[config.mk]
export PLATFORM = sky130hd
export DESIGN_NAME = datapath_seq_flat
export DESIGN_NICKNAME = d
export VERILOG_FILES = /design/src/rtl/datapath_seq_if.sv /design/src/rtl/datapath_seq.sv /design/src/flat_wrapper.sv
export SDC_FILE = /design/constraint.sdc
export NUM_CORES = 1
export LEC_CHECK = 0
export CORE_MARGIN = 2
export CORE_UTILIZATION = 25
export DETAILED_ROUTE_END_ITERATION = 12
export MAX_ROUTING_LAYER = met4
export PLACE_DENSITY_LB_ADDON = 0.08
export SKIP_LAST_GASP = 1
export SYNTH_ARGS = -nofsm -noshare
export SYNTH_HDL_FRONTEND = slang
export SYNTH_SLANG_ARGS = --single-unit
[constraint.sdc]
create_clock -name clk -period 6.8 [get_ports clk]
set_clock_uncertainty 0.1 [all_clocks]
set_input_delay 0.68 -clock clk [delete_from_list [all_inputs] [get_ports clk]]
set_output_delay 0.68 -clock clk [all_outputs]
set_load 0.02 [all_outputs]
[src/rtl/datapath_seq_if.sv]
// Request/response bundle between the controller and the sequenced datapath.
// The controller side drives a command and the live memory/PC values.
// The datapath side returns handshake, result, status and debug read data.
interface datapath_seq_if #(
    parameter int WIDTH = 16,
    parameter int NREGS = 8,
    parameter int PCW   = 8
);
    localparam int AW = $clog2(NREGS);

    logic             start;
    logic [AW-1:0]    rd;
    logic [AW-1:0]    rn;
    logic [AW-1:0]    rm;
    logic [1:0]       alu_op;
    logic [1:0]       shift;
    logic             a_zero;
    logic             use_imm;
    logic [WIDTH-1:0] imm;
    logic [1:0]       wsrc;
    logic             wen;
    logic             set_status;
    logic [WIDTH-1:0] mdata;
    logic [PCW-1:0]   pc;
    logic             ready;
    logic             done;
    logic [WIDTH-1:0] result;
    logic [2:0]       status;
    logic [AW-1:0]    dbg_addr;
    logic [WIDTH-1:0] dbg_data;

    modport master (
        output start, rd, rn, rm, alu_op, shift, a_zero, use_imm, imm,
               wsrc, wen, set_status, mdata, pc, dbg_addr,
        input  ready, done, result, status, dbg_data
    );

    modport slave (
        input  start, rd, rn, rm, alu_op, shift, a_zero, use_imm, imm,
               wsrc, wen, set_status, mdata, pc, dbg_addr,
        output ready, done, result, status, dbg_data
    );
endinterface

[src/rtl/datapath_seq.sv]
// Self-sequencing datapath: register file, A/B/C registers and {V,N,Z} status.
// One command per start/done handshake; ALU commands walk LD_A, LD_B, EXEC, WB,
// load-style commands (pc/imm/mdata writeback) jump straight to WB.
module datapath_seq #(
    parameter int WIDTH = 16,
    parameter int NREGS = 8,
    parameter int PCW   = 8
) (
    input  logic          clk,
    input  logic          reset,
    datapath_seq_if.slave bus
);
    localparam int AW  = $clog2(NREGS);
    localparam int MSB = WIDTH - 1;

    typedef enum logic [2:0] {S_IDLE, S_LD_A, S_LD_B, S_EXEC, S_WB} state_t;

    typedef struct packed {
        logic [AW-1:0]    rd;
        logic [AW-1:0]    rn;
        logic [AW-1:0]    rm;
        logic [1:0]       alu_op;
        logic [1:0]       shift;
        logic             a_zero;
        logic             use_imm;
        logic [WIDTH-1:0] imm;
        logic [1:0]       wsrc;
        logic             wen;
        logic             set_status;
    } cmd_t;

    state_t           state_q, state_d;
    cmd_t             cmd_q, cmd_d;
    logic [WIDTH-1:0] a_q, a_d;
    logic [WIDTH-1:0] b_q, b_d;
    logic [WIDTH-1:0] c_q, c_d;
    logic [2:0]       status_q, status_d;
    logic [WIDTH-1:0] regs_q [NREGS];
    logic [WIDTH-1:0] regs_d [NREGS];

    logic             ready_c;
    logic             done_c;
    logic [WIDTH-1:0] ain;
    logic [WIDTH-1:0] bsh;
    logic [WIDTH-1:0] bin;
    logic [WIDTH-1:0] alu_out;
    logic             alu_v;
    logic [WIDTH-1:0] wb_data;

    // ALU operand selection, B-path shifter and result/overflow
    always_comb begin
        ain = cmd_q.a_zero ? '0 : a_q;
        bsh = b_q;
        case (cmd_q.shift)
            2'b01:   bsh = {b_q[MSB-1:0], 1'b0};
            2'b10:   bsh = {1'b0, b_q[MSB:1]};
            2'b11:   bsh = {b_q[MSB], b_q[MSB:1]};
            default: bsh = b_q;
        endcase
        bin     = cmd_q.use_imm ? cmd_q.imm : bsh;
        alu_out = ain + bin;
        alu_v   = 1'b0;
        case (cmd_q.alu_op)
            2'b00: begin
                alu_out = ain + bin;
                alu_v   = (ain[MSB] == bin[MSB]) && (alu_out[MSB] != ain[MSB]);
            end
            2'b01: begin
                alu_out = ain - bin;
                alu_v   = (ain[MSB] != bin[MSB]) && (alu_out[MSB] != ain[MSB]);
            end
            2'b10:   alu_out = ain & bin;
            default: alu_out = ~bin;
        endcase
    end

    // Writeback source mux; pc and mdata are taken live at the WB edge
    always_comb begin
        wb_data = c_q;
        case (cmd_q.wsrc)
            2'b01:   wb_data = WIDTH'(bus.pc);
            2'b10:   wb_data = cmd_q.imm;
            2'b11:   wb_data = bus.mdata;
            default: wb_data = c_q;
        endcase
    end

    // Next-state and datapath register updates for the sequencing FSM
    always_comb begin
        state_d  = state_q;
        cmd_d    = cmd_q;
        a_d      = a_q;
        b_d      = b_q;
        c_d      = c_q;
        status_d = status_q;
        regs_d   = regs_q;
        ready_c  = 1'b0;
        done_c   = 1'b0;
        case (state_q)
            S_IDLE: begin
                ready_c = 1'b1;
                if (bus.start) begin
                    cmd_d.rd         = bus.rd;
                    cmd_d.rn         = bus.rn;
                    cmd_d.rm         = bus.rm;
                    cmd_d.alu_op     = bus.alu_op;
                    cmd_d.shift      = bus.shift;
                    cmd_d.a_zero     = bus.a_zero;
                    cmd_d.use_imm    = bus.use_imm;
                    cmd_d.imm        = bus.imm;
                    cmd_d.wsrc       = bus.wsrc;
                    cmd_d.wen        = bus.wen;
                    cmd_d.set_status = bus.set_status;
                    state_d = (bus.wsrc == 2'b00) ? S_LD_A : S_WB;
                end
            end
            S_LD_A: begin
                a_d     = regs_q[cmd_q.rn];
                state_d = S_LD_B;
            end
            S_LD_B: begin
                b_d     = regs_q[cmd_q.rm];
                state_d = S_EXEC;
            end
            S_EXEC: begin
                c_d = alu_out;
                if (cmd_q.set_status) begin
                    status_d = {alu_v, alu_out[MSB], (alu_out == '0)};
                end
                state_d = S_WB;
            end
            S_WB: begin
                done_c = 1'b1;
                if (cmd_q.wen) begin
                    regs_d[cmd_q.rd] = wb_data;
                end
                state_d = S_IDLE;
            end
            default: state_d = S_IDLE;
        endcase
    end

    // State, command, operand and register-file flops; reset clears everything
    always_ff @(posedge clk or posedge reset) begin
        if (reset) begin
            state_q  <= S_IDLE;
            cmd_q    <= '0;
            a_q      <= '0;
            b_q      <= '0;
            c_q      <= '0;
            status_q <= '0;
            for (int i = 0; i < NREGS; i++) begin
                regs_q[i] <= '0;
            end
        end else begin
            state_q  <= state_d;
            cmd_q    <= cmd_d;
            a_q      <= a_d;
            b_q      <= b_d;
            c_q      <= c_d;
            status_q <= status_d;
            for (int i = 0; i < NREGS; i++) begin
                regs_q[i] <= regs_d[i];
            end
        end
    end

    assign bus.ready    = ready_c;
    assign bus.done     = done_c;
    assign bus.result   = c_q;
    assign bus.status   = status_q;
    assign bus.dbg_data = regs_q[bus.dbg_addr];
endmodule

[src/flat_wrapper.sv]
// flat-port wrapper written by rule: the top's interface ports become plain ports
module datapath_seq_flat 
#(
    parameter int WIDTH = 16,
    parameter int NREGS = 8,
    parameter int PCW   = 8
)
  (clk, reset, bus_start, bus_rd, bus_rn, bus_rm, bus_alu_op, bus_shift, bus_a_zero, bus_use_imm, bus_imm, bus_wsrc, bus_wen, bus_set_status, bus_mdata, bus_pc, bus_dbg_addr, bus_ready, bus_done, bus_result, bus_status, bus_dbg_data);
  datapath_seq_if #(.WIDTH(WIDTH), .NREGS(NREGS), .PCW(PCW)) bus_i ();
  input  logic clk;
  input  logic reset;
  input wire logic [$bits(bus_i.start)-1:0] bus_start;
  input wire logic [$bits(bus_i.rd)-1:0] bus_rd;
  input wire logic [$bits(bus_i.rn)-1:0] bus_rn;
  input wire logic [$bits(bus_i.rm)-1:0] bus_rm;
  input wire logic [$bits(bus_i.alu_op)-1:0] bus_alu_op;
  input wire logic [$bits(bus_i.shift)-1:0] bus_shift;
  input wire logic [$bits(bus_i.a_zero)-1:0] bus_a_zero;
  input wire logic [$bits(bus_i.use_imm)-1:0] bus_use_imm;
  input wire logic [$bits(bus_i.imm)-1:0] bus_imm;
  input wire logic [$bits(bus_i.wsrc)-1:0] bus_wsrc;
  input wire logic [$bits(bus_i.wen)-1:0] bus_wen;
  input wire logic [$bits(bus_i.set_status)-1:0] bus_set_status;
  input wire logic [$bits(bus_i.mdata)-1:0] bus_mdata;
  input wire logic [$bits(bus_i.pc)-1:0] bus_pc;
  input wire logic [$bits(bus_i.dbg_addr)-1:0] bus_dbg_addr;
  output wire logic [$bits(bus_i.ready)-1:0] bus_ready;
  output wire logic [$bits(bus_i.done)-1:0] bus_done;
  output wire logic [$bits(bus_i.result)-1:0] bus_result;
  output wire logic [$bits(bus_i.status)-1:0] bus_status;
  output wire logic [$bits(bus_i.dbg_data)-1:0] bus_dbg_data;
  assign bus_i.start = bus_start;
  assign bus_i.rd = bus_rd;
  assign bus_i.rn = bus_rn;
  assign bus_i.rm = bus_rm;
  assign bus_i.alu_op = bus_alu_op;
  assign bus_i.shift = bus_shift;
  assign bus_i.a_zero = bus_a_zero;
  assign bus_i.use_imm = bus_use_imm;
  assign bus_i.imm = bus_imm;
  assign bus_i.wsrc = bus_wsrc;
  assign bus_i.wen = bus_wen;
  assign bus_i.set_status = bus_set_status;
  assign bus_i.mdata = bus_mdata;
  assign bus_i.pc = bus_pc;
  assign bus_i.dbg_addr = bus_dbg_addr;
  assign bus_ready = bus_i.ready;
  assign bus_done = bus_i.done;
  assign bus_result = bus_i.result;
  assign bus_status = bus_i.status;
  assign bus_dbg_data = bus_i.dbg_data;
  datapath_seq #(.WIDTH(WIDTH), .NREGS(NREGS), .PCW(PCW)) u_core (.clk(clk), .reset(reset), .bus(bus_i));
endmodule
==> results of run 1 <==
==> layout make-up <==
cell class                 count  area share
tap                          748      0.0564
inverter                      38     0.00904
sequential                   217       0.327
multi-input combinational    902       0.479
timing repair buffer         125      0.0722
clock buffer                  45      0.0509
clock inverter                 7     0.00467
==> how the worst max path moves through the flow <==
stage          slack [ns]  cells past startpoint                    to        startpoint
3_5_place_dp         2.09                     13  u_core.bus.status[0]  u_core.cmd_q[23]
6_report             2.13                     13  u_core.bus.status[0]  u_core.cmd_q[23]
3_3_place_gp         2.08                     13  u_core.bus.status[0]  u_core.cmd_q[23]
5_1_grt              1.67                     13  u_core.bus.status[0]  u_core.cmd_q[23]
2_1_floorplan        0.08                      1         u_core.a_q[0]             reset
4_1_cts              2.11                     13  u_core.bus.status[0]  u_core.cmd_q[23]
==> power by group through the flow <==
stage          Combinational (mW)  Sequential [mW]  Clock (mW)
4_1_cts                      5.68             2.60        1.57
2_1_floorplan                4.19             2.22           0
6_report                     5.65             2.58        1.51
3_3_place_gp                 5.68             2.60           0
5_1_grt                      6.19             2.69        1.62
3_5_place_dp                 5.65             2.62           0
==> metal layers <==
metal,track usage,wire [um],share of wire,vias up
met5,-,0,0,-
met4,0.0397,1070,0.022,0
met3,0.0209,1680,0.035,56
met2,0.275,22700,0.47,220
met1,0.241,22900,0.47,5352
li1,-,-,-,4783
==> Yosys cell counts, types with 4 or more instances <==
cell type	instances	area share
ha_1	32	0.029
nor3b_1	9	0.0049
a21o_1	8	0.0043
inv_1	37	0.010
buf_2	11	0.0040
o21ai_0	79	0.028
xnor2_1	4	0.0025
buf_1	15	0.0040
dfrtp_1	217	0.39
nor3_1	18	0.0065
o31ai_1	5	0.0027
mux4_2	104	0.17
nand3b_1	4	0.0022
clkbuf_1	67	0.018
nand4_1	7	0.0031
mux2i_1	69	0.050
a211oi_1	7	0.0038
nor2_1	109	0.029
and2_1	4	0.0018
or3_1	7	0.0031
buf_4	5	0.0027
o211ai_1	5	0.0027
a21oi_1	106	0.038
nor4_1	5	0.0022
nand2_1	84	0.023
mux2_2	115	0.093
nor2b_1	24	0.011
nand3_1	8	0.0029
nand2b_1	11	0.0049
==> worst register-to-register path, delay by kind of cell (launching register included) <==
family | cells | cell delay [ns]
AO/OA/AOI/OAI | 8 | 2.36
flip-flops | 1 | 0.84
buffers and inverters | 2 | 0.45
AND/OR/NAND/NOR | 2 | 0.40
adder cells (fa/ha/maj) | 1 | 0.46
==> flip-flops by register name (all words and copies together) (netlist names) <==
signal,cells
u_core.regs_q,128
u_core.cmd_q,35
u_core.a_q,16
u_core.b_q,16
u_core.bus.result,16
u_core.bus.status,3
u_core.state_q,3
==> stage by stage <==
step                cell area [sq um]  total power [mW]   util  setup WS, ns  std cells
floorplan                       13900              6.41      -        0.0840       1257
global placement                15700              8.28  0.285          2.08       2030
finish                          16600              9.74  0.301          2.13       2082
global route                    16600              10.5  0.301          1.67       2082
detailed placement              15700              8.27  0.285          2.09       2030
CTS                             16600              9.85  0.301          2.11       2082
==> logic make-up after synthesis <==
family	count (synthesis)	synth area share
AOI/OAI and AO/OA	270	0.120
xor gates and xnor gates	6	0.00378
adders and majority gates	34	0.0317
buffers and inverters	138	0.0407
DFF	217	0.390
muxes	289	0.312
and+or+nand+nor	303	0.102
==> impl_metrics.ini, run 1 <==
[status]
status = finished clean

[clock_tree]
clock-sinks = 217
clockBufferDepth = 3
htreeDepth = 1
cts_setup_buffers = 0
cts_root_buffer = clkbuf_16
cts_hold_buf = 0
worstSkewPairLatency_ns = 0.59
cts_buffers = 29
cts_resized = 0
cts_tree = built
clk_pin_slew_ns = 0.06

[detailed_routing]
wl_per_cell_um = 23.2
drt_iter0_drc = 662
drc = 0
postRouteAntennaNets = 0
drt-total-wl_um = 48400
drt_first_pass_iters = 5
avgViaCountPerCell = 5.00
dr_total_vias = 10400

[sta]
min_period_ns = 4.67
slew_violations = 0
setup_violations = 0
worst_pin_slew_ns = 1.09
rsz0062_at_grt = false
fmax_ghz = 0.214
slew_headroom = 0.271
fin_tns_setup_ns = 0
finalCritPeriodShare = 0.687
hold_viol_final = 0
holdWs_ns = 0.407

[floorplanning]
dieWidth_um = 240
fp.dieH_um = 240
die_area_sq_um = 57500
design.core.area_sq_um = 55100
ios = 102
start_util = 0.252
rows = 86

[grt]
grt_pass1_vias = 10800
grt_pass1_wl_um = 72600
antenna_found_initial = 1
overflow = 0
grt_use_total = 0.175
grt_start_max_net_pins = 166

[logic_synthesis]
ys_seq_area_frac = 0.390
synth_cells = 1257
yosys_warnings = 0
synthesis.nets = 1356
synth_cell_types = 79
synth_area_sq_um = 13900
synth_seq_cells = 217
avgSynthCellArea_sq_um = 11.1
synth-main-ff-cell = dfrtp_1
synthArstFlopShare = 1.00
synth-edff-count = 0

[critical_path]
cp_max_fo = 28
critPathKind = reg -> reg
crit_path_end_kind = register
cp.required_ns = 7.21
crit_path_top_delay_cell = dfrtp_1
reg2reg_slack_ns = 2.13
crit_buf_inv = 2
r2r_start = u_core.cmd_q[23]
worstRegToRegCells = 13
max_stage_delay_ns = 0.84
path_cells = inv_1, o311ai_1, inv_1, ha_1, nand3_1, a211oi_2, o21ai_0, o311ai_0, o21ai_0, a32oi_1, nand4_1, a2111o_1, o21ai_1
crit_family = compound AO/OA/AOI/OAI gates
crit_path_start_kind = register
r2r_end = u_core.bus.status[0]
crit_arrival_ns = 5.08

[finish]
area_delta_synth_final_pct = 19.3
final_cell_mix = 213 x dfrtp_1, 115 x mux2_2, 108 x nor2_1
n_fill_cell = 5752
n_antenna_cell = 0
register_area_sq_um = 5440
multi_input_area_sq_um = 7960
drive_above_1_share = 0.235
final_common_cell = dfrtp_1
nets = 1412

[pwr]
p_sw_frac = 0.468
p_int_mw = 5.19
switchingPower_mw = 4.56
seqPwrFrac = 0.265
power.density_nw_per_um2 = 587
vdd_drop_max_v = 0.000262
clockPowerShare = 0.155
leakage_nw = 6.73
p_comb_frac = 0.580

[placement]
place.port_buffers = 101
dp_hpwl_um = 33100
gp_congestion = 0.874

[run]
maxCapViolations = 0

[worst_hold_path]
hold_class = in -> async
(Power assumes the default switching activity.)
==> run 2: changes to the inputs <==
==> constraint.sdc (replaced) <==
create_clock -name clk -period 4.4 [get_ports clk]
set_clock_uncertainty 0.1 [all_clocks]
set_input_delay 0.44 -clock clk [delete_from_list [all_inputs] [get_ports clk]]
set_output_delay 0.44 -clock clk [all_outputs]
set_load 0.02 [all_outputs]
==> run 2 against run 1 <==
Net effect:
- register-to-register slack worse by 1.8 ns
- sequential power is 54% higher
- non-clock buffer count up 26
- worst hold slack got worse by 0.24 ns
- via count unchanged
- first-iteration DRC count down 3.6%
- clock-buffer cell count shrank 6
- cell area is 0.80% higher
- utilization rose by 0.24 points
- final cell count increased by 0.91%
- sequential share of layout area down 0.27 points
- die area unchanged
==> impl_metrics.ini, run 2 (synthesis results as in run 1) <==
[status]
status = finished clean

[sta]
worst_pin_slew_ns = 1.06
slew_headroom = 0.290
holdWs_ns = 0.166
setup_violations = 0
slew_violations = 0
fmax_ghz = 0.243
rsz0062_at_grt = false
min_period_ns = 4.12
fin_tns_setup_ns = 0
setup_ws_ns = 0.283
hold_viol_final = 0
finalCritPeriodShare = 0.936

[placement]
gp_congestion = 0.884
place.port_buffers = 101
placed_area_sq_um = 15900
dp_hpwl_um = 34100
placed_cells = 2056
dp_slack_ns = 0.212

[finish]
n_fill_cell = 5711
final_cell_mix = 215 x dfrtp_1, 115 x mux2_2, 108 x nor2_1
drive_above_1_share = 0.248
largestRegisters = u_core.regs_q x128, u_core.cmd_q x35
regMostFlops = u_core.regs_q
final_common_cell = dfrtp_1
area_delta_synth_final_pct = 20.3
nets = 1436
fin_util = 0.304
fin_area_sq_um = 16700
largest_register_ffs = 128
fin_cells = 2101

[detailed_routing]
drt_first_pass_iters = 5
drc = 0
wl_per_cell_um = 22.9
avgViaCountPerCell = 4.96
drt-total-wl_um = 48100
drt_iter0_drc = 638
postRouteAntennaNets = 0
dr_total_vias = 10400

[floorplanning]
design.core.area_sq_um = 55100
dieWidth_um = 240
start_util = 0.252
ios = 102
die_area_sq_um = 57500
rows = 86
fp.dieH_um = 240

[clock_tree]
cts_tree = built
clockBufferDepth = 3
cts_root_buffer = clkbuf_16
cts_buffers = 27
clk_pin_slew_ns = 0.06
cts_setup_buffers = 0
clock-sinks = 217
worstSkewPairLatency_ns = 0.56
htreeDepth = 1

[critical_path]
crit_path_top_delay_cell = a2111oi_0
crit_path_start_kind = register
path_cells = inv_1, o311ai_1, inv_1, ha_1, a21oi_2, nand2_1, a2111oi_0, or3_1, a31o_2, and3b_1, nand4_1, a2111o_1, o21ai_1
crit_path_end_kind = register
crit_arrival_ns = 4.51
crit_buf_inv = 2
critPathKind = reg -> reg
crit_top_cell = inv_1
cp.required_ns = 4.79
max_stage_delay_ns = 0.54
crit_family = compound AO/OA/AOI/OAI gates
cp_max_fo = 9

[grt]
grt_pass1_wl_um = 72700
grt_start_max_net_pins = 99
overflow = 0
grt_pass1_vias = 11000
antenna_found_initial = 0
grt_use_total = 0.175

[pwr]
leakage_nw = 6.83
vdd_drop_max_v = 0.000307
power.total_mw = 15.1
power.density_nw_per_um2 = 905

[run]
maxCapViolations = 0

[worst_hold_path]
hold_class = in -> async
==> run 2: cell types whose count changed in the layout (fill, tap and decap cells not counted), sizes merged <==
cell	change
buf	+26
clkbuf	-6
diode	+1
inv	-2
==> run 2: power breakdown <==
part           leakage [nW]  internal [mW]  switching, mW  total (mW)
Clock                 0.419           1.28          0.898        2.18
Combinational          3.86           3.98           5.02        9.00
Sequential             2.55           2.85           1.12        3.97
==> run 2: worst paths after layout <==
path / from / end / slack (ns) / depth (start not counted)
worst max-delay path: u_core.cmd_q[23] / u_core.bus.status[0] / 0.28 / 13
worst min-delay path: reset / u_core.regs_q[87] / 0.17 / 2
worst max register to register: u_core.cmd_q[23] / u_core.bus.status[0] / 0.28 / 13
worst min register to register: u_core.bus.result[2] / u_core.bus.result[2] / 0.41 / 2
max in group asynchronous: reset / u_core.cmd_q[26] / 3.05 / 3
min in group clk: bus_alu_op[1] / u_core.cmd_q[25] / 0.35 / 3
==> run 2: area by class of cell <==
| cell class | instances | area [sq um] | share of cell area |
|---|---|---|---|
| Timing Repair Buffer | 151 | 1420 | 0.0848 |
| Antenna cell | 1 | 2.50 | 0.000150 |
| Sequential cell | 217 | 5430 | 0.325 |
| Inverter | 38 | 146 | 0.00875 |
| Clock buffer | 39 | 791 | 0.0473 |
| Multi-Input combinational cell | 902 | 7960 | 0.475 |
| Clock inverter | 5 | 50.0 | 0.00299 |
| Tap cell | 748 | 936 | 0.0559 |
==> run 2: what timing repair did <==
action                                  in CTS  in global routing
hold buffers                                 0                  0
endpoints found under the setup margin       0                  1
gates resized for setup                      0                  1
==> run 2: per-layer routing <==
metal / vias to the layer above / track usage / share of wire
met3: 58 / 0.0183 / 0.033
met5: - / - / 0
li1: 4829 / - / -
met2: 198 / 0.283 / 0.47
met1: 5326 / 0.235 / 0.47
met4: 0 / 0.0440 / 0.022
==> run 3: changes to the inputs <==
--- a/config.mk
+++ b/config.mk
@@ -8,6 +8,7 @@
 export CORE_MARGIN = 2
 export CORE_UTILIZATION = 25
 export DETAILED_ROUTE_END_ITERATION = 12
+export DONT_BUFFER_PORTS = 1
 export MAX_ROUTING_LAYER = met4
 export PLACE_DENSITY_LB_ADDON = 0.08
 export SKIP_LAST_GASP = 1
==> run 3 against run 2 <==
Net effect:
- flip-flop and latch count unchanged
- largest cell class unchanged
- critical path depth up 1
- global-route usage increased by 0.20 points
- non-clock buffer count fell by 66
- maximum frequency up 0.12%
- worst hold slack lost 0.11 ns
- critical path type unchanged
- register-to-register slack is essentially flat
- clock power up 7%
- combinational power is 4.4% lower
- cell area fell by 3.5%
- via count is 2.1% lower
- utilization fell by 1.0 points
==> impl_metrics.ini, run 3 (synthesis results as in run 1) <==
[status]
status = finished clean

[grt]
overflow = 0
grt_use_total = 0.177
grt_start_max_net_pins = 163
grt_pass1_wl_um = 72800
grt_pass1_vias = 10600
antenna_found_initial = 3

[finish]
largest_register_ffs = 128
area_delta_synth_final_pct = 16.1
nets = 1371
largestRegisters = u_core.regs_q x128, u_core.cmd_q x35
regMostFlops = u_core.regs_q
fin_cells = 2045
final_common_cell = dfrtp_1
n_fill_cell = 5748
final_cell_mix = 213 x dfrtp_1, 115 x mux2_2, 108 x nor2_1
drive_above_1_share = 0.262

[detailed_routing]
drt_iter0_drc = 585
drt_first_pass_iters = 5
postRouteAntennaNets = 0
wl_per_cell_um = 23.9
avgViaCountPerCell = 4.99
drc = 0
dr_total_vias = 10200
drt-total-wl_um = 48900

[clock_tree]
clockBufferDepth = 3
htreeDepth = 1
clk_pin_slew_ns = 0.06
cts_buffers = 28
cts_setup_buffers = 0
cts_root_buffer = clkbuf_16
worstSkewPairLatency_ns = 0.56
cts_tree = built
clock-sinks = 217

[floorplanning]
start_util = 0.252
dieWidth_um = 240
rows = 86
design.core.area_sq_um = 55100
ios = 102
die_area_sq_um = 57500
fp.dieH_um = 240

[placement]
gp_congestion = 0.850
placed_cells = 1953
dp_hpwl_um = 34600
dp_slack_ns = 0.132
place.port_buffers = 0

[pwr]
power.density_nw_per_um2 = 933
power.total_mw = 15.1
leakage_nw = 6.60
vdd_drop_max_v = 0.000314

[critical_path]
cp.required_ns = 4.78
crit_path_end_kind = register
crit_path_start_kind = register
cp_max_fo = 7
crit_family = compound AO/OA/AOI/OAI gates
r2r_end = u_core.bus.status[0]
r2r_start = u_core.cmd_q[22]
worstRegToRegCells = 14
path_cells = or3b_1, a21oi_2, ha_1, inv_1, fa_1, and2b_1, o21ai_1, a21oi_1, nor3_1, or3b_1, a2111oi_2, nand4_1, a2111o_1, o21ai_1
critPathKind = reg -> reg
crit_path_top_delay_cell = dfrtp_2
reg2reg_slack_ns = 0.29
crit_arrival_ns = 4.50
crit_buf_inv = 1
max_stage_delay_ns = 0.47

[sta]
fin_tns_setup_ns = 0
fmax_ghz = 0.243
holdWs_ns = 0.0564
hold_viol_final = 0
worst_pin_slew_ns = 1.17
slew_violations = 0
setup_ws_ns = 0.288
finalCritPeriodShare = 0.935
setup_violations = 0
slew_headroom = 0.213
rsz0062_at_grt = false
min_period_ns = 4.11

[worst_hold_path]
min_delay_path_depth = 3
hold_class = in -> reg
min_from = bus_wsrc[1]
holdPathEnd = u_core.state_q[0]

[run]
maxCapViolations = 0
-- run 3: cell types whose count changed in the layout (fill, tap and decap cells not counted), sizes merged --
cell           change
dlygate4sd3       +37
clkinvlp           +1
clkbuf             +7
diode              +3
clkinv             -1
clkdlybuf4s50    -100
buf                -3
-- run 3: cell type report --
| cell class | instances | area, sq um | share of cell area |
|---|---|---|---|
| inverters | 38 | 146 | 0.00906 |
| clock buffers | 46 | 870 | 0.0538 |
| clock inverters | 5 | 56.3 | 0.00349 |
| well taps | 748 | 936 | 0.0579 |
| diodes | 4 | 10.0 | 0.000620 |
| repair buffers | 85 | 743 | 0.0460 |
| flip-flops and latches | 217 | 5440 | 0.336 |
| multi-input cells | 902 | 7960 | 0.493 |
-- run 3: worst max-delay path by stage --
stage,slack [ns],start,cells after the start,end
3_3_place_gp,0.25,u_core.cmd_q[22],14,u_core.bus.status[0]
4_1_cts,0.13,u_core.cmd_q[22],15,u_core.bus.status[0]
6_report,0.29,u_core.cmd_q[22],14,u_core.bus.status[0]
5_1_grt,0.05,u_core.cmd_q[22],14,u_core.bus.status[0]
2_1_floorplan,0.64,u_core.cmd_q[22],15,u_core.bus.status[0]
3_5_place_dp,0.13,u_core.cmd_q[22],15,u_core.bus.status[0]
-- run 3: layer usage --
| layer | vias up | global-route usage | share of wire |
|---|---|---|---|
| li1 | 4714 | - | - |
| met1 | 5267 | 0.230 | 0.46 |
| met2 | 164 | 0.286 | 0.47 |
| met3 | 50 | 0.0341 | 0.048 |
| met4 | 0 | 0.0401 | 0.022 |
| met5 | - | - | 0 |
-- run 3: power by group --
group | internal (mW) | leakage, nW | switching (mW)
clock network | 1.40 | 0.452 | 0.939
registers | 2.85 | 2.55 | 1.29
logic | 3.75 | 3.60 | 4.85
-- run 3: stage by stage --
stage	cell area (sq um)	util
2_1_floorplan	13900	-
3_3_place_gp	14800	0.269
3_5_place_dp	14800	0.269
4_1_cts	16100	0.293
5_1_grt	16100	0.293
6_report	16200	0.293
-- run 3: tightest hold or removal path, stage by stage --
cell,delay [ns]
nor2_1,0.04
a21oi_1,0.15
nor3_1,0.05
-- run 3: what timing repair did --
action | CTS | global route
hold endpoints to repair | 57 | 0
hold buffers | 37 | 0
gates resized for setup | 0 | 4
setup endpoints to repair | 0 | 1
